### src/rtl/serial_pkg.sv
// serial_pkg: definitions shared by the serial transmit and receive stages.
//   state_t       - FSM state codes, also driven onto the debug 'state' ports
//   DEFAULT_WIDTH - default number of data bits per frame
package serial_pkg;

  typedef enum logic [1:0] {
    IDLE   = 2'b00,
    SHIFT  = 2'b01,
    PARITY = 2'b10
  } state_t;

  localparam int DEFAULT_WIDTH = 8;

endpackage

### src/rtl/deser_hold_reg.sv
// deser_hold_reg: single-entry valid/ready holding register for assembled words.
// Ports:
//   clk, rst_n  - clock, asynchronous active-low reset
//   load        - a word completed this cycle
//   load_data   - the completed word
//   ready       - consumer accepts 'data' when 'valid' is high
//   data, valid - the held word and its valid flag
//   ovf         - sticky: a completed word arrived while the entry was full and not draining
module deser_hold_reg
  import serial_pkg::*;
#(
  parameter int WIDTH = DEFAULT_WIDTH
) (
  input  logic             clk,
  input  logic             rst_n,
  input  logic             load,
  input  logic [WIDTH-1:0] load_data,
  input  logic             ready,
  output logic [WIDTH-1:0] data,
  output logic             valid,
  output logic             ovf
);

  logic [WIDTH-1:0] data_reg;
  logic             valid_reg;
  logic             ovf_reg;
  logic             accept;
  logic             drop;

  // A word can be taken when the entry is empty or is being drained on this
  // same edge; otherwise it is lost and the overflow flag latches.
  assign accept = load && (!valid_reg || ready);
  assign drop   = load && valid_reg && !ready;

  always_ff @(posedge clk or negedge rst_n) begin
    if (!rst_n) begin
      data_reg  <= '0;
      valid_reg <= 1'b0;
      ovf_reg   <= 1'b0;
    end else begin
      if (accept) begin
        data_reg  <= load_data;
        valid_reg <= 1'b1;
      end else if (valid_reg && ready) begin
        valid_reg <= 1'b0;
      end
      if (drop) begin
        ovf_reg <= 1'b1;
      end
    end
  end

  assign data  = data_reg;
  assign valid = valid_reg;
  assign ovf   = ovf_reg;

endmodule

### src/rtl/serial_deserializer.sv
// serial_deserializer: receives MSB-first serial frames strobed by svalid and
// rebuilds WIDTH-bit words, optionally followed by an even-parity bit.
// Ports:
//   s_clk, rst_n          - clock, asynchronous active-low reset
//   sdata, svalid         - serial bit and frame strobe (high for every bit of a frame)
//   out_data, out_valid   - assembled word and its valid flag
//   out_ready             - consumer handshake
//   frame_err, parity_err - one-cycle error pulses
//   ovf                   - sticky word-dropped flag
//   state                 - FSM state code for debug
module serial_deserializer
  import serial_pkg::*;
#(
  parameter int WIDTH     = DEFAULT_WIDTH,
  parameter bit PARITY_EN = 1'b0
) (
  input  logic             s_clk,
  input  logic             rst_n,
  input  logic             sdata,
  input  logic             svalid,
  output logic [WIDTH-1:0] out_data,
  output logic             out_valid,
  input  logic             out_ready,
  output logic             frame_err,
  output logic             parity_err,
  output logic             ovf,
  output logic [1:0]       state
);

  localparam int CW = $clog2(WIDTH + 1);

  state_t           state_reg;
  logic [CW-1:0]    count_reg;
  logic [WIDTH-1:0] shift_reg;
  logic             frame_err_reg;
  logic             parity_err_reg;

  logic             last_data;
  logic             parity_ok;
  logic             word_done;
  logic [WIDTH-1:0] word_data;

  // Completion is decoded combinationally so the holding register loads on the
  // same edge that samples the final bit.
  always_comb begin
    last_data = (count_reg == CW'(WIDTH - 1));
    parity_ok = ~(^shift_reg ^ sdata);
    word_done = 1'b0;
    word_data = shift_reg;
    case (state_reg)
      SHIFT: begin
        if (svalid && last_data && (PARITY_EN == 1'b0)) begin
          word_done = 1'b1;
          word_data = {shift_reg[WIDTH-2:0], sdata};
        end
      end
      PARITY: begin
        if (svalid && parity_ok) begin
          word_done = 1'b1;
        end
      end
      default: ;
    endcase
  end

  always_ff @(posedge s_clk or negedge rst_n) begin
    if (!rst_n) begin
      state_reg      <= IDLE;
      count_reg      <= '0;
      shift_reg      <= '0;
      frame_err_reg  <= 1'b0;
      parity_err_reg <= 1'b0;
    end else begin
      frame_err_reg  <= 1'b0;
      parity_err_reg <= 1'b0;
      case (state_reg)
        SHIFT: begin
          if (svalid) begin
            shift_reg <= {shift_reg[WIDTH-2:0], sdata};
            if (last_data) begin
              count_reg <= '0;
              state_reg <= PARITY_EN ? PARITY : IDLE;
            end else begin
              count_reg <= count_reg + CW'(1);
            end
          end else begin
            frame_err_reg <= 1'b1;
            count_reg     <= '0;
            state_reg     <= IDLE;
          end
        end
        PARITY: begin
          if (svalid) begin
            parity_err_reg <= ~parity_ok;
          end else begin
            frame_err_reg <= 1'b1;
          end
          count_reg <= '0;
          state_reg <= IDLE;
        end
        default: begin
          // IDLE, and the unused code 2'b11, start a frame on the first strobed bit.
          if (svalid) begin
            shift_reg <= {{(WIDTH-1){1'b0}}, sdata};
            count_reg <= CW'(1);
            state_reg <= SHIFT;
          end
        end
      endcase
    end
  end

  deser_hold_reg #(
    .WIDTH(WIDTH)
  ) u_hold (
    .clk      (s_clk),
    .rst_n    (rst_n),
    .load     (word_done),
    .load_data(word_data),
    .ready    (out_ready),
    .data     (out_data),
    .valid    (out_valid),
    .ovf      (ovf)
  );

  assign frame_err  = frame_err_reg;
  assign parity_err = parity_err_reg;
  assign state      = state_reg;

endmodule

### config.mk
export PLATFORM = sky130hd
export DESIGN_NAME = serial_deserializer
export DESIGN_NICKNAME = d
export VERILOG_FILES = /design/src/rtl/serial_pkg.sv /design/src/rtl/deser_hold_reg.sv /design/src/rtl/serial_deserializer.sv
export SDC_FILE = /design/constraint.sdc
export NUM_CORES = 1
export LEC_CHECK = 0
export ABC_AREA = 1
export CAP_MARGIN = 40
export CORE_UTILIZATION = 23
export CTS_BUF_LIST = sky130_fd_sc_hd__clkbuf_8 sky130_fd_sc_hd__clkbuf_16
export DETAILED_ROUTE_END_ITERATION = 10
export SLEW_MARGIN = 20
export SYNTH_ARGS = -nofsm -noshare
export SYNTH_HDL_FRONTEND = slang
export SYNTH_SLANG_ARGS = --single-unit
### constraint.sdc
create_clock -name s_clk -period 3.45 [get_ports s_clk]
set_clock_uncertainty 0.1 [all_clocks]
set_input_delay 0.5175 -clock s_clk [delete_from_list [all_inputs] [get_ports s_clk]]
set_output_delay 0.5175 -clock s_clk [all_outputs]
set_load 0.05 [all_outputs]
After elaboration in Yosys (flattened, before gate mapping)
Cells that the tools add are included.
{"block": "totals", "reg_bits": 26, "input_bits": 5, "output_inout_bits": 14}
{"block": "op_classes", "n_addsub": 1, "eq_ne": 4, "muxes": 22, "bitwise": 3, "reduce_logical": 15}
{"op": "$mux 8", "count": 4}
{"op": "$pmux 8 s2", "count": 1}
{"op": "$mux 4", "count": 3}
{"op": "$mux 1", "count": 8}
{"op": "$pmux 4 s2", "count": 1}
{"op": "$reduce_xor 8->1", "count": 1}
{"op": "$logic_and 1x1->1", "count": 6}
{"op": "$mux 2", "count": 3}
{"op": "$add 4x1->4 const B", "count": 1}
{"op": "$eq 4x3->1 const B", "count": 1}
{"op": "$pmux 2 s2", "count": 1}
{"op": "$reduce_and 2->1", "count": 2}
{"op": "$ne 3x3->1 const B", "count": 1}
{"op": "$reduce_bool 3->1", "count": 1}
{"op": "$eq 2x1->1 const B", "count": 1}
{"op": "$eq 2x2->1 const B", "count": 1}
{"op": "$logic_not 1->1", "count": 2}
{"op": "$not 1->1", "count": 2}
{"op": "$pmux 1 s2", "count": 1}
{"op": "$reduce_bool 2->1", "count": 1}
{"op": "$reduce_or 2->1", "count": 1}
{"op": "$logic_or 1x1->1", "count": 1}
{"op": "$xor 1x1->1", "count": 1}

Depth between registers and ports, before layout
{"block": "logic_depth", "depth_word": 8, "ltp_mapped": 6, "ltp_nobuf": 6}

Cells and area by module
Synthesis repeated with hierarchy kept, for this count alone.
{"block": "hier_totals", "cells_unflattened": 125, "area_unflattened_um2": 1124.8}
{"module": "serial_deserializer", "instances": 1, "cells_each": 84, "area_per_inst_um2": 719.4, "seq_area_each_um2": 350.3}
{"module": "deser_hold_reg", "instances": 1, "cells_each": 41, "area_per_inst_um2": 405.4, "seq_area_each_um2": 250.2}

Least setup slack after synthesis
No wires, ideal clock.
{"block": "synth_path", "kind": "reg-to-reg", "start": "register state_reg[0], in the netlist state[0]", "end": "register u_hold.data_reg[0], in the netlist u_hold.data[0]", "arrival_ps": 1192, "required_ps": 3231, "path_slack_ps": 2039, "stages_incl_launch_ff": 6, "synth_period_minus_slack_ps": 1411, "path_cell_list": "dfrtp_1 nand2_2 inv_2 nand3_2 nand2_1 nand2_1"}
{"block": "synth_between", "elab_chain_cells": 3, "elab_cells_between_ends": 5, "classes_between": "eq/ne: 2; mux: 2; reduce/logical: 1"}
{"item": "from (decl)", "line_no": "serial_deserializer.sv:32", "source": "state_t state_reg;"}
{"item": "from (signal assigned)", "line_no": "serial_deserializer.sv:82", "source": "state_reg <= PARITY_EN ? PARITY : IDLE;"}
{"item": "$eq 2x2->1 / $eq 2x1->1 (equally long branches)", "line_no": "serial_deserializer.sv:50", "source": "case (state_reg)"}
{"item": "$pmux 1 s2", "line_no": "serial_deserializer.sv:50"}
{"item": "$logic_and 1x1->1", "line_no": "deser_hold_reg.sv:32", "source": "assign accept = load && (!valid_reg || ready);"}
{"item": "to (signal assigned)", "line_no": "deser_hold_reg.sv:42", "source": "data_reg <= load_data;"}
{"item": "to (decl)", "line_no": "deser_hold_reg.sv:24", "source": "logic [WIDTH-1:0] data_reg;"}
Several ways; a longest one is shown, not always the timed one.
A chain may end at the register's enable or synchronous reset.

Final worst setup path
{"block": "layout_path", "start": "register state_reg[0], in the netlist state[0]", "end": "output state[0]"}
{"item": "to (decl)", "line_no": "serial_deserializer.sv:27", "source": "output logic [1:0] state"}
No word-level cell between the ends.

==> results by stage <==
Outcome:
- The flow ran to the end, and the final reports show no timing, DRC or antenna violations.

Die:
- The row count is 23.
- The region available for standard cell placement spans 0.00409 mm2.
- The die outline width is 67.9 um.
- The height of the die is 67.9 um.
- The total I/O pin count is 19.
- The floorplan step defined a die boundary enclosing 0.00461 mm2.
- For this configuration, the core starts out at a cell density of 0.245.

Worst setup path:
- The critical path is of the reg2out type.
- The nature of the critical path endpoint is a primary output.
- The number of cells on the worst reg-to-reg path is 6.
- The highest cell delay on the worst timing path is 0.83 ns.
- The launch point of the worst reg-to-reg path is count_reg[0]$_DFFE_PN0P_.
- At the worst endpoint, the required time is 2.83 ns.
- The worst-path cell with the longest stage delay is clkdlybuf4s50_1.
- Grouping stages by cell kind, the critical path spends the most delay in buffers and inverters.
- The largest fanout of any net on the critical path is 4.
- STA puts the critical path data arrival time at 1.51 ns.
- In this run the number of cells on the critical path is 1.
- The worst setup path is launched from a flip-flop.
- The launching instance or port of the critical path is state[0]$_DFFE_PN0P_.
- The critical path goes through clkdlybuf4s50_1.
- The count of buffering cells on the critical path with inverters included is 1.

Placement:
- The number of port buffers is 16.
- The standard cell area after detailed placement is 0.00119 mm2.
- The instance count after placement with tap cells included is 166.
- Routability-driven placement finished with a final weighted congestion of 0.835.
- The HPWL after detailed placement is 1540 um.

CTS:
- The buffer levels on the longest clock path is 2.
- The CTS tree is yes.
- The hold buffer count at cts is 0.
- The clock transition at the registers of the reported paths is 0.08 ns.
- The clock tree root buffer cell is clkbuf_8.
- Buffers inserted during clock tree synthesis total 3.
- The maximum level of the CTS H-tree is 1.
- Post-CTS repair changed the size of 0 cells.
- The clock sink count is 23.
- The later-pin clock latency in the skew report is 0.27 ns.
- After clock tree synthesis, the setup repair step added 0 buffers.

Detailed routing:
- For this block, the via count after detailed routing is 753.
- In the final routed layout, each cell accounts on average for 12.0 um.
- The first routing iteration left 61 violations.
- The number of optimization iterations in the first detailed-route pass is 6.
- The total wirelength of the detailed-routed design is 2050 um.
- In the routed design, unresolved DRC markers number 0.
- The final antenna-violating net count is 0.
- Using the TritonRoute via totals, the vias-per-cell ratio works out to 4.43.

STA:
- Summed over all failing endpoints, the final setup total negative slack is 0 ns.
- Setup repair after global routing left no endpoint under its margin.
- At the pin with the least slew margin, the transition time is 0.570 ns.
- Setup violations remaining at the end of the flow were counted as 0.
- Static timing analysis puts the maximum clock frequency at 0.469 GHz.
- The number of max-slew violations in the final report was 0.
- Measured against its own limit, the worst slew margin works out to 0.619.
- The final critical path time including I/O delays and setup is 2.13 ns.
- The final number of hold-violating endpoints is 0.
- The share of the clock period used by the worst path after layout is 0.618.

Logic synthesis:
- Yosys attributes the largest share of cell area to dfrtp_1 (58%), nand2_1 (10%), nand4_1 (5.6%), inv_1 (4.1%), o22ai_1 (3.8%).
- The most used flip-flop cell after synthesis is dfrtp_1.
- The synthesized netlist contains 21 unique library cells.
- After technology mapping, the gate count stands at 104.
- The share of synthesized area in the top cell type comes to 0.576.
- In this run, synthesis inferred 0 flip-flops with an integrated enable.
- The largest total area in the synthesized netlist belongs to dfrtp_1.
- The number of synthesis warnings is 0.
- The flip-flop and latch count after synthesis is 23.
- The dominant cell by count in the synthesized netlist is nand2_1.
- The area of the mapped netlist is 1000 um2.
- Each instance of the synthesized netlist takes up on average 9.61 um2.
- The sequential fraction of the synthesis area is 0.576.
- Counting instances in the post-synthesis netlist gives the leading cell types as nand2_1 (27), dfrtp_1 (23), inv_1 (11), nand4_1 (9), o22ai_1 (6).
- Counting flops with an async set or reset pin after synthesis yields a share of 1.00.

Global routing:
- The number of global-route vias before repair came to 771.
- The global-route wire length before repair is 3400 um.
- Entering global routing, the biggest net connects 14 pins.
- In the global route stage, overall resource usage came out at 0.100.
- Summed over all layers, the global routing overflow is 0.
- The initial antenna violation count is 0.

Pwr:
- In this run the static leakage power is 0.603 nW.
- Dividing total power by cell area gives a power density of 412 mW/mm2.
- The maximum vdd ir drop is 104 uV.

Final layout:
- Of the cells placed in the final design, the portion with a size suffix greater than 1 is 0.0917.
- The area added between synthesis and finish is 23.7%.
- The register with the most flip-flops in the layout has 8 of them.
- The post-layout net count is 127.
- With fillers left out, the area of the finished cells amounts to 0.00124 mm2.
- The antenna diode count is 0.
- The final standard cell count with taps included and fillers excluded is 170.
- Once layout is complete, the utilization of the core stands at 0.303.

Hold path:
- The worst hold path passes through 2 cells.
- The path class of the tightest hold or removal check is reg2reg.
- The hold path startpoint is u_hold.data[1]$_DFFE_PN0P_.

Job:
- The number of max-cap violations is 0.
[per-layer routing]
layer | vias up | GRT usage | wire (um)
li1 | 368 | - | -
met1 | 361 | 0.125 | 972
met2 | 20 | 0.153 | 954
met3 | 4 | 0.0167 | 57
met4 | 0 | 0.0755 | 61
met5 | - | 0 | 0
[layout make-up]
class / instances / area, um2
Tap cell: 50 / 62.6
Multi-Input combinational cell: 64 / 333
Clock inverter: 1 / 3.75
Clock buffer: 3 / 41.3
Inverter: 12 / 45.0
Timing Repair Buffer: 17 / 175
Sequential cell: 23 / 576
Fill cell: 436 / 2850
[power by group]
| group | switching (mW) | total [mW] | internal, mW |
|---|---|---|---|
| Sequential | 0.00884 | 0.288 | 0.279 |
| Clock | 0.0848 | 0.164 | 0.0795 |
| Combinational | 0.0387 | 0.0565 | 0.0177 |
| Total | 0.132 | 0.509 | 0.377 |
[final timing paths]
kind | to | slack [ns]
worst max-delay path | state[0] | 1.32
max in group asynchronous | shift_reg[2]$_DFFE_PN0P_ | 2.26
min in group asynchronous | u_hold.data[5]$_DFFE_PN0P_ | 0.51
worst max register to register | u_hold.data[3]$_DFFE_PN0P_ | 1.87
worst min register to register | u_hold.data[1]$_DFFE_PN0P_ | 0.37
worst min-delay path | u_hold.data[1]$_DFFE_PN0P_ | 0.37
[cell families (layout without fill, tap and decap cells)]
family | count (synthesis) | count (layout) | synth area share
adder cells (fa/ha/maj) | 1 | 1 | 0.0125
other | 1 | 2 | 0.00375
buffers and inverters | 18 | 33 | 0.0951
flip-flops | 23 | 23 | 0.576
AND/OR/NAND/NOR | 49 | 49 | 0.239
AO/OA/AOI/OAI | 12 | 12 | 0.0738
[through the flow]
step                worst slack [ns]  hold slack (ns)  power [mW]
global placement                1.31            0.360       0.345
global route                    1.27            0.413       0.531
detailed placement              1.19            0.360       0.350
finish                          1.32            0.374       0.509
floorplan                       2.04            0.122       0.328
CTS                             1.30            0.379       0.516
[layout by cell type, fill, tap and decap left out, types with 2 or more instances in the layout]
cell type	count
conb_1	2
clkbuf_8	3
dfrtp_1	23
o21ai_0	4
nand2_2	2
nand4_1	9
inv_1	12
clkdlybuf4s50_1	16
nand3_1	5
nor2_1	3
nand2_1	27
o22ai_1	6
No activity file was read; power rests on OpenSTA's default activity.
